===== src/rtl/byte_pack_fifo_pkg.sv =====
// byte_pack_fifo_pkg: shared byte/lane constants and MSB-first lane helpers for the byte packer.
package byte_pack_fifo_pkg;
    localparam int BYTE_W     = 8;
    localparam int WORD_BYTES = 4;
    localparam int ERR_DROP   = 0;
    localparam int ERR_BYTES  = 1;

    function automatic logic [BYTE_W-1:0] lane_get(input logic [31:0] w, input int k);
        return w[31 - BYTE_W*k -: BYTE_W];
    endfunction

    function automatic logic [31:0] lane_put(input logic [31:0] w, input int k, input logic [BYTE_W-1:0] b);
        logic [31:0] r;
        r = w;
        r[31 - BYTE_W*k -: BYTE_W] = b;
        return r;
    endfunction
endpackage


===== src/rtl/byte_pack_fifo_if.sv =====
// byte_pack_fifo_if: write/read handshake and status bundle of the byte packer.
interface byte_pack_fifo_if #(parameter int DEPTH = 16);
    localparam int CNT_W = $clog2(DEPTH + 1);
    logic             wr_en;
    logic [31:0]      wr_data;
    logic [2:0]       wr_bytes;
    logic             wr_ready;
    logic             rd_en;
    logic             flush;
    logic [31:0]      dout;
    logic             dout_valid;
    logic [2:0]       dout_bytes;
    logic [CNT_W-1:0] count;
    logic [1:0]       err;

    modport master (output wr_en, wr_data, wr_bytes, rd_en, flush,
                    input  wr_ready, dout, dout_valid, dout_bytes, count, err);
    modport slave  (input  wr_en, wr_data, wr_bytes, rd_en, flush,
                    output wr_ready, dout, dout_valid, dout_bytes, count, err);
endinterface


===== src/rtl/byte_pack_fifo_merge.sv =====
// byte_pack_merge: shifts the buffer down by pop_n, appends wr_n new bytes, keeps the tail zero.
module byte_pack_merge
    import byte_pack_fifo_pkg::*;
#(
    parameter int DEPTH = 16,
    parameter int CNT_W = $clog2(DEPTH + 1)
) (
    input  logic [DEPTH-1:0][BYTE_W-1:0] buf_i,
    input  logic [CNT_W-1:0]             count_i,
    input  logic [2:0]                   pop_n_i,
    input  logic [31:0]                  wr_data_i,
    input  logic [2:0]                   wr_n_i,
    output logic [DEPTH-1:0][BYTE_W-1:0] buf_o,
    output logic [CNT_W-1:0]             count_o
);
    int base;

    // Entries past count are zero, so the shifted tail needs no extra clearing.
    always_comb begin
        base = int'(count_i) - int'(pop_n_i);
        for (int i = 0; i < DEPTH; i++) begin
            buf_o[i] = (i + int'(pop_n_i) < DEPTH) ? buf_i[i + int'(pop_n_i)] : '0;
            if (i >= base && i < base + int'(wr_n_i)) buf_o[i] = lane_get(wr_data_i, i - base);
        end
        count_o = CNT_W'(base + int'(wr_n_i));
    end
endmodule


===== src/rtl/byte_pack_fifo.sv =====
// byte_pack_fifo: packs 0..4-byte writes into a byte stream and pops fixed 4-byte words,
// with flush releasing a zero-padded partial word.
module byte_pack_fifo
    import byte_pack_fifo_pkg::*;
#(
    parameter int DEPTH = 16,
    parameter int CNT_W = $clog2(DEPTH + 1)
) (
    input  logic            clk,
    input  logic            rst,
    byte_pack_fifo_if.slave bus
);
    logic [DEPTH-1:0][BYTE_W-1:0] buf_q, buf_d;
    logic [CNT_W-1:0]             count_q, count_d;
    logic [31:0]                  dout_q, pop_word;
    logic [2:0]                   dout_bytes_q, pop_n, wr_n;
    logic                         dout_valid_q, wr_ready;
    logic [1:0]                   err_q, err_d;

    // Ready ignores a same-cycle pop so a full word always fits.
    always_comb begin
        wr_ready = int'(count_q) <= DEPTH - WORD_BYTES;
        pop_n = !bus.rd_en ? 3'd0 : int'(count_q) >= WORD_BYTES ? 3'd4 : bus.flush ? count_q[2:0] : 3'd0;
        wr_n = (bus.wr_en && wr_ready && bus.wr_bytes <= 3'd4) ? bus.wr_bytes : 3'd0;
        pop_word = '0;
        for (int k = 0; k < WORD_BYTES; k++)
            if (k < int'(pop_n)) pop_word = lane_put(pop_word, k, buf_q[k]);
        err_d = err_q;
        err_d[ERR_DROP]  = err_q[ERR_DROP] | (bus.wr_en && !wr_ready);
        err_d[ERR_BYTES] = err_q[ERR_BYTES] | (bus.wr_en && bus.wr_bytes > 3'd4);
    end

    byte_pack_merge #(.DEPTH(DEPTH), .CNT_W(CNT_W)) u_merge (
        .buf_i     (buf_q),
        .count_i   (count_q),
        .pop_n_i   (pop_n),
        .wr_data_i (bus.wr_data),
        .wr_n_i    (wr_n),
        .buf_o     (buf_d),
        .count_o   (count_d)
    );

    always_ff @(posedge clk) begin
        if (rst) begin
            buf_q        <= '0;
            count_q      <= '0;
            dout_q       <= '0;
            dout_valid_q <= 1'b0;
            dout_bytes_q <= '0;
            err_q        <= '0;
        end else begin
            buf_q        <= buf_d;
            count_q      <= count_d;
            err_q        <= err_d;
            dout_valid_q <= pop_n != 3'd0;
            if (pop_n != 3'd0) begin
                dout_q       <= pop_word;
                dout_bytes_q <= pop_n;
            end
        end
    end

    assign bus.wr_ready   = wr_ready;
    assign bus.dout       = dout_q;
    assign bus.dout_valid = dout_valid_q;
    assign bus.dout_bytes = dout_bytes_q;
    assign bus.count      = count_q;
    assign bus.err        = err_q;
endmodule


===== src/flat_wrapper.sv =====
// flat-port wrapper written by rule: the top's interface ports become plain ports
module byte_pack_fifo_flat import byte_pack_fifo_pkg::*;
#(
    parameter int DEPTH = 16,
    parameter int CNT_W = $clog2(DEPTH + 1)
)
  (clk, rst, bus_wr_en, bus_wr_data, bus_wr_bytes, bus_rd_en, bus_flush, bus_wr_ready, bus_dout, bus_dout_valid, bus_dout_bytes, bus_count, bus_err);
  byte_pack_fifo_if #(.DEPTH(DEPTH)) bus_i ();
  input  logic clk;
  input  logic rst;
  input wire logic [$bits(bus_i.wr_en)-1:0] bus_wr_en;
  input wire logic [$bits(bus_i.wr_data)-1:0] bus_wr_data;
  input wire logic [$bits(bus_i.wr_bytes)-1:0] bus_wr_bytes;
  input wire logic [$bits(bus_i.rd_en)-1:0] bus_rd_en;
  input wire logic [$bits(bus_i.flush)-1:0] bus_flush;
  output wire logic [$bits(bus_i.wr_ready)-1:0] bus_wr_ready;
  output wire logic [$bits(bus_i.dout)-1:0] bus_dout;
  output wire logic [$bits(bus_i.dout_valid)-1:0] bus_dout_valid;
  output wire logic [$bits(bus_i.dout_bytes)-1:0] bus_dout_bytes;
  output wire logic [$bits(bus_i.count)-1:0] bus_count;
  output wire logic [$bits(bus_i.err)-1:0] bus_err;
  assign bus_i.wr_en = bus_wr_en;
  assign bus_i.wr_data = bus_wr_data;
  assign bus_i.wr_bytes = bus_wr_bytes;
  assign bus_i.rd_en = bus_rd_en;
  assign bus_i.flush = bus_flush;
  assign bus_wr_ready = bus_i.wr_ready;
  assign bus_dout = bus_i.dout;
  assign bus_dout_valid = bus_i.dout_valid;
  assign bus_dout_bytes = bus_i.dout_bytes;
  assign bus_count = bus_i.count;
  assign bus_err = bus_i.err;
  byte_pack_fifo #(.DEPTH(DEPTH), .CNT_W(CNT_W)) u_core (.clk(clk), .rst(rst), .bus(bus_i));
endmodule

===== config.mk =====
export PLATFORM = sky130hd
export DESIGN_NAME = byte_pack_fifo_flat
export DESIGN_NICKNAME = d
export VERILOG_FILES = /design/src/rtl/byte_pack_fifo_pkg.sv /design/src/rtl/byte_pack_fifo_if.sv /design/src/rtl/byte_pack_fifo_merge.sv /design/src/rtl/byte_pack_fifo.sv /design/src/flat_wrapper.sv
export SDC_FILE = /design/constraint.sdc
export NUM_CORES = 1
export LEC_CHECK = 0
export CAP_MARGIN = 10
export CORE_ASPECT_RATIO = 1.2
export CORE_UTILIZATION = 35
export CTS_BUF_LIST = sky130_fd_sc_hd__clkbuf_2 sky130_fd_sc_hd__clkbuf_4 sky130_fd_sc_hd__clkbuf_8
export DETAILED_ROUTE_END_ITERATION = 8
export DONT_BUFFER_PORTS = 1
export MAX_ROUTING_LAYER = met4
export PLACE_DENSITY = 0.54
export SYNTH_ARGS = -nofsm -noshare
export SYNTH_HDL_FRONTEND = slang
export SYNTH_HIERARCHICAL = 1
export SYNTH_SLANG_ARGS = --single-unit

===== constraint.sdc =====
create_clock -name clk -period 6.2 [get_ports clk]
set_clock_uncertainty 0.05 [all_clocks]
set_input_delay 0.62 -clock clk [delete_from_list [all_inputs] [get_ports clk]]
set_output_delay 0.62 -clock clk [all_outputs]
set_load 0.005 [all_outputs]

==> out/qor.csv <==
metric;value;unit
Die Span Y;232;µm
crit path DAT;5.81;ns
critical setup path kind;flip-flop to flip-flop;
Largest stage delay, worst path;0.73;ns
vias in the first global route;12100;
Cells after Synth;1541;
worst reg-to-reg path cell count;16;
final setup vio count;0;
Max Fanout on Critical Path;16;
syn nets;1628;
DR vias;12900;
ys async rst share;0;%
Chip Width;194;µm
Top FF cell, synth;dfxtp_1;
Synth cell types;81;
Placer Congestion;0.910;
synthesized area;15400;µm²
sequential element share of the synthesized area;22.2;%
Initial Util;35.8;%
reg-to-reg critical path startpoint;u_core/bus.count[2];
worst slew pin tran;1.15;ns
post-route ant nets;0;
worst r2r dst;u_core/buf_q[97];
Levels on crit path;16;
Final min period;5.39;ns
share of layout cells above drive strength 1;22.0;%
Clock Latency Late Sink;0.53;ns
final-report max-slew violation count;0;
max_slew headroom;23.5;%
I/O Pins;84;
total negative slack;0;ns
clock tree buffer depth;2;
first-pass GRT wire length;83400;µm
core area;43100;µm²
fin nets;1576;
Synth Area per Inst;10.0;µm²
CTS tree;done;
largest net degree at the start of global routing;147;
DPL Wire Length;41100;µm
fin crit share;86.9;%
post_cts resized;0;
Slowest cell on crit path;o211ai_1;
Final Hold Fails;0;
setup bufs post-CTS;0;
Buf/Inv on CP;3;
Vias/cell;6.28;
H-tree Lvls;4;
RSZ-0062 raised after global routing;no;
CP top delay family;simple AND/OR/NAND/NOR gates;
Hold Crit Class;input port to flip-flop;
max cap viols;0;
Rows;83;
routed wire length;57200;µm
Setup crit start kind;flip-flop;
Setup crit end kind;flip-flop;
drt wl/cell;27.8;µm
Syn-to-layout area delta;6.24;%
DR iter-0 viols;1350;
post-cts hold buffer count;0;
Die ar.;44900;µm²
Ys Warns;6;
CTS sink cnt;171;
CP startpoint;u_core/bus.count[2];
Worst-path clk slew;0.10;ns
worst-path cell chain;nand4bb_1, nor3b_2, inv_1, ha_1, and3b_1, nor3_4, buf_4, nor2_8, xnor2_1, inv_1, ha_1, or4b_2, o211ai_1, nand2_1, mux2i_1, nor2b_1;
DRT Pass-1 Iters;6;
IO Port Bufs;0;
gr usage total;26.2;%
Fmax;0.186;GHz
WP data required;6.62;ns
Critical Path Sink;u_core/buf_q[97];
EDFF count, synth;0;
outcome;finished clean;
Reg2Reg Setup Slack;0.81;ns
grt total ovfl;0;
Inserted Clock Buffers;17;
Fillers;4221;
DR DRC count;0;
antenna violations before repair;2;
root buffer cell;clkbuf_8;
Seq cells post-synth;171;
-- flip-flops by register name, summed over array words and instances, names as in the netlist --
| signal | cells |
|---|---|
| u_core/bus.err | 2 |
| u_core/bus.dout_valid | 1 |
| u_core/bus.dout | 32 |
| u_core/bus.dout_bytes | 3 |
| u_core/bus.count | 5 |
| u_core/buf_q | 128 |
-- metrics by stage --
step / area [µm²] / std cells / utilization, % / hold WS [ns] / setup slack [ns]
4_1_cts: 16400 / 2054 / 38.0 / 0.0833 / 0.857
6_report: 16400 / 2056 / 38.0 / 0.130 / 0.810
2_1_floorplan: 15400 / 1541 / - / 0.392 / 0.205
3_3_place_gp: 16000 / 2022 / 37.1 / 0.403 / 0.831
5_1_grt: 16400 / 2056 / 38.0 / 0.0985 / 0.488
3_5_place_dp: 16000 / 2022 / 37.1 / 0.411 / 0.811
-- layout by cell type (no fill, tap or decap), types with 5 or more instances in the layout --
master and count:
a211o_1 16, a211oi_1 9, a21o_1 7, a21oi_1 79
a21oi_2 8, a22o_1 16, a32o_1 9, and2_1 5
and3_1 5, buf_4 45, clkbuf_8 17, dfxtp_1 171
ha_1 42, inv_1 33, inv_6 6, mux2_2 37
mux2i_1 204, mux4_2 160, nand2_1 208, nand2b_1 8
nand3_1 16, nor2_1 61, nor2b_1 145, nor3_1 16
nor3b_2 5, nor4_4 5, o211ai_1 12, o21ai_0 23
o221ai_1 8, o22ai_1 6, or2_2 9, xnor2_1 18
xnor3_1 8
-- cell usage after synthesis, drive strengths merged (8+ instances only) --
master,number,area (µm²)
o211ai,13,103
o21ai,28,166
xnor2,18,158
nand2b,8,50.1
mux2,37,417
xnor3,8,180
inv,36,135
a22o,16,140
a32o,9,90.1
nor3,19,123
buf,54,283
nand2,208,781
nand3,16,80.1
dfxtp,171,3420
nor2,65,270
a211oi,9,67.6
mux2i,204,2040
clkbuf,63,236
nor4,8,131
a21oi,87,458
ha,45,563
nor2b,145,907
or2,9,56.3
o221ai,8,70.1
mux4,160,3600
a211o,16,140
-- logic make-up (layout without fill, tap and decap cells) --
family / Yosys count / in the layout / synth area share, %
xor gates and xnor gates: 31 / 31 / 2.59
other: 0 / 2 / 0
muxes: 401 / 401 / 39.3
and+or+nand+nor: 507 / 507 / 17.1
adders and majority gates: 47 / 47 / 3.91
DFF: 171 / 171 / 22.2
buffers and inverters: 154 / 115 / 4.26
AOI/OAI and AO/OA: 230 / 230 / 10.7
-- area by class of cell --
cell class,count,area (µm²),area share [%]
timing repair buffer,46,358,2.18
multi-input combinational,1216,11400,69.4
inverter,37,139,0.847
antenna,2,5.00,0.0305
clock buffer,18,241,1.47
clock inverter,14,160,0.977
sequential,171,3420,20.9
tap,552,691,4.21
-- routing by layer --
layer	vias to the layer above	part of all wire [%]	track usage [%]
met1	6565	42	33.2
li1	5623	-	-
met2	609	47	41.8
met3	110	7.1	4.15
met4	0	3.5	10.5
met5	-	0	-
-- worst min-delay path by stage --
stage	from	to	slack, ns	cells past startpoint
floorplan	u_core/bus.err[0]	u_core/bus.err[0]	0.39	2
global placement	u_core/bus.err[1]	u_core/bus.err[1]	0.40	2
detailed placement	u_core/bus.err[1]	u_core/bus.err[1]	0.41	2
CTS	rst	u_core/buf_q[63]	0.08	1
global route	rst	u_core/bus.dout[19]	0.1	1
finish	rst	u_core/bus.err[1]	0.13	1
Power is left out: the tool's default activity adds up to more than one toggle a clock period on the data nets, which glitch-free logic cannot reach.
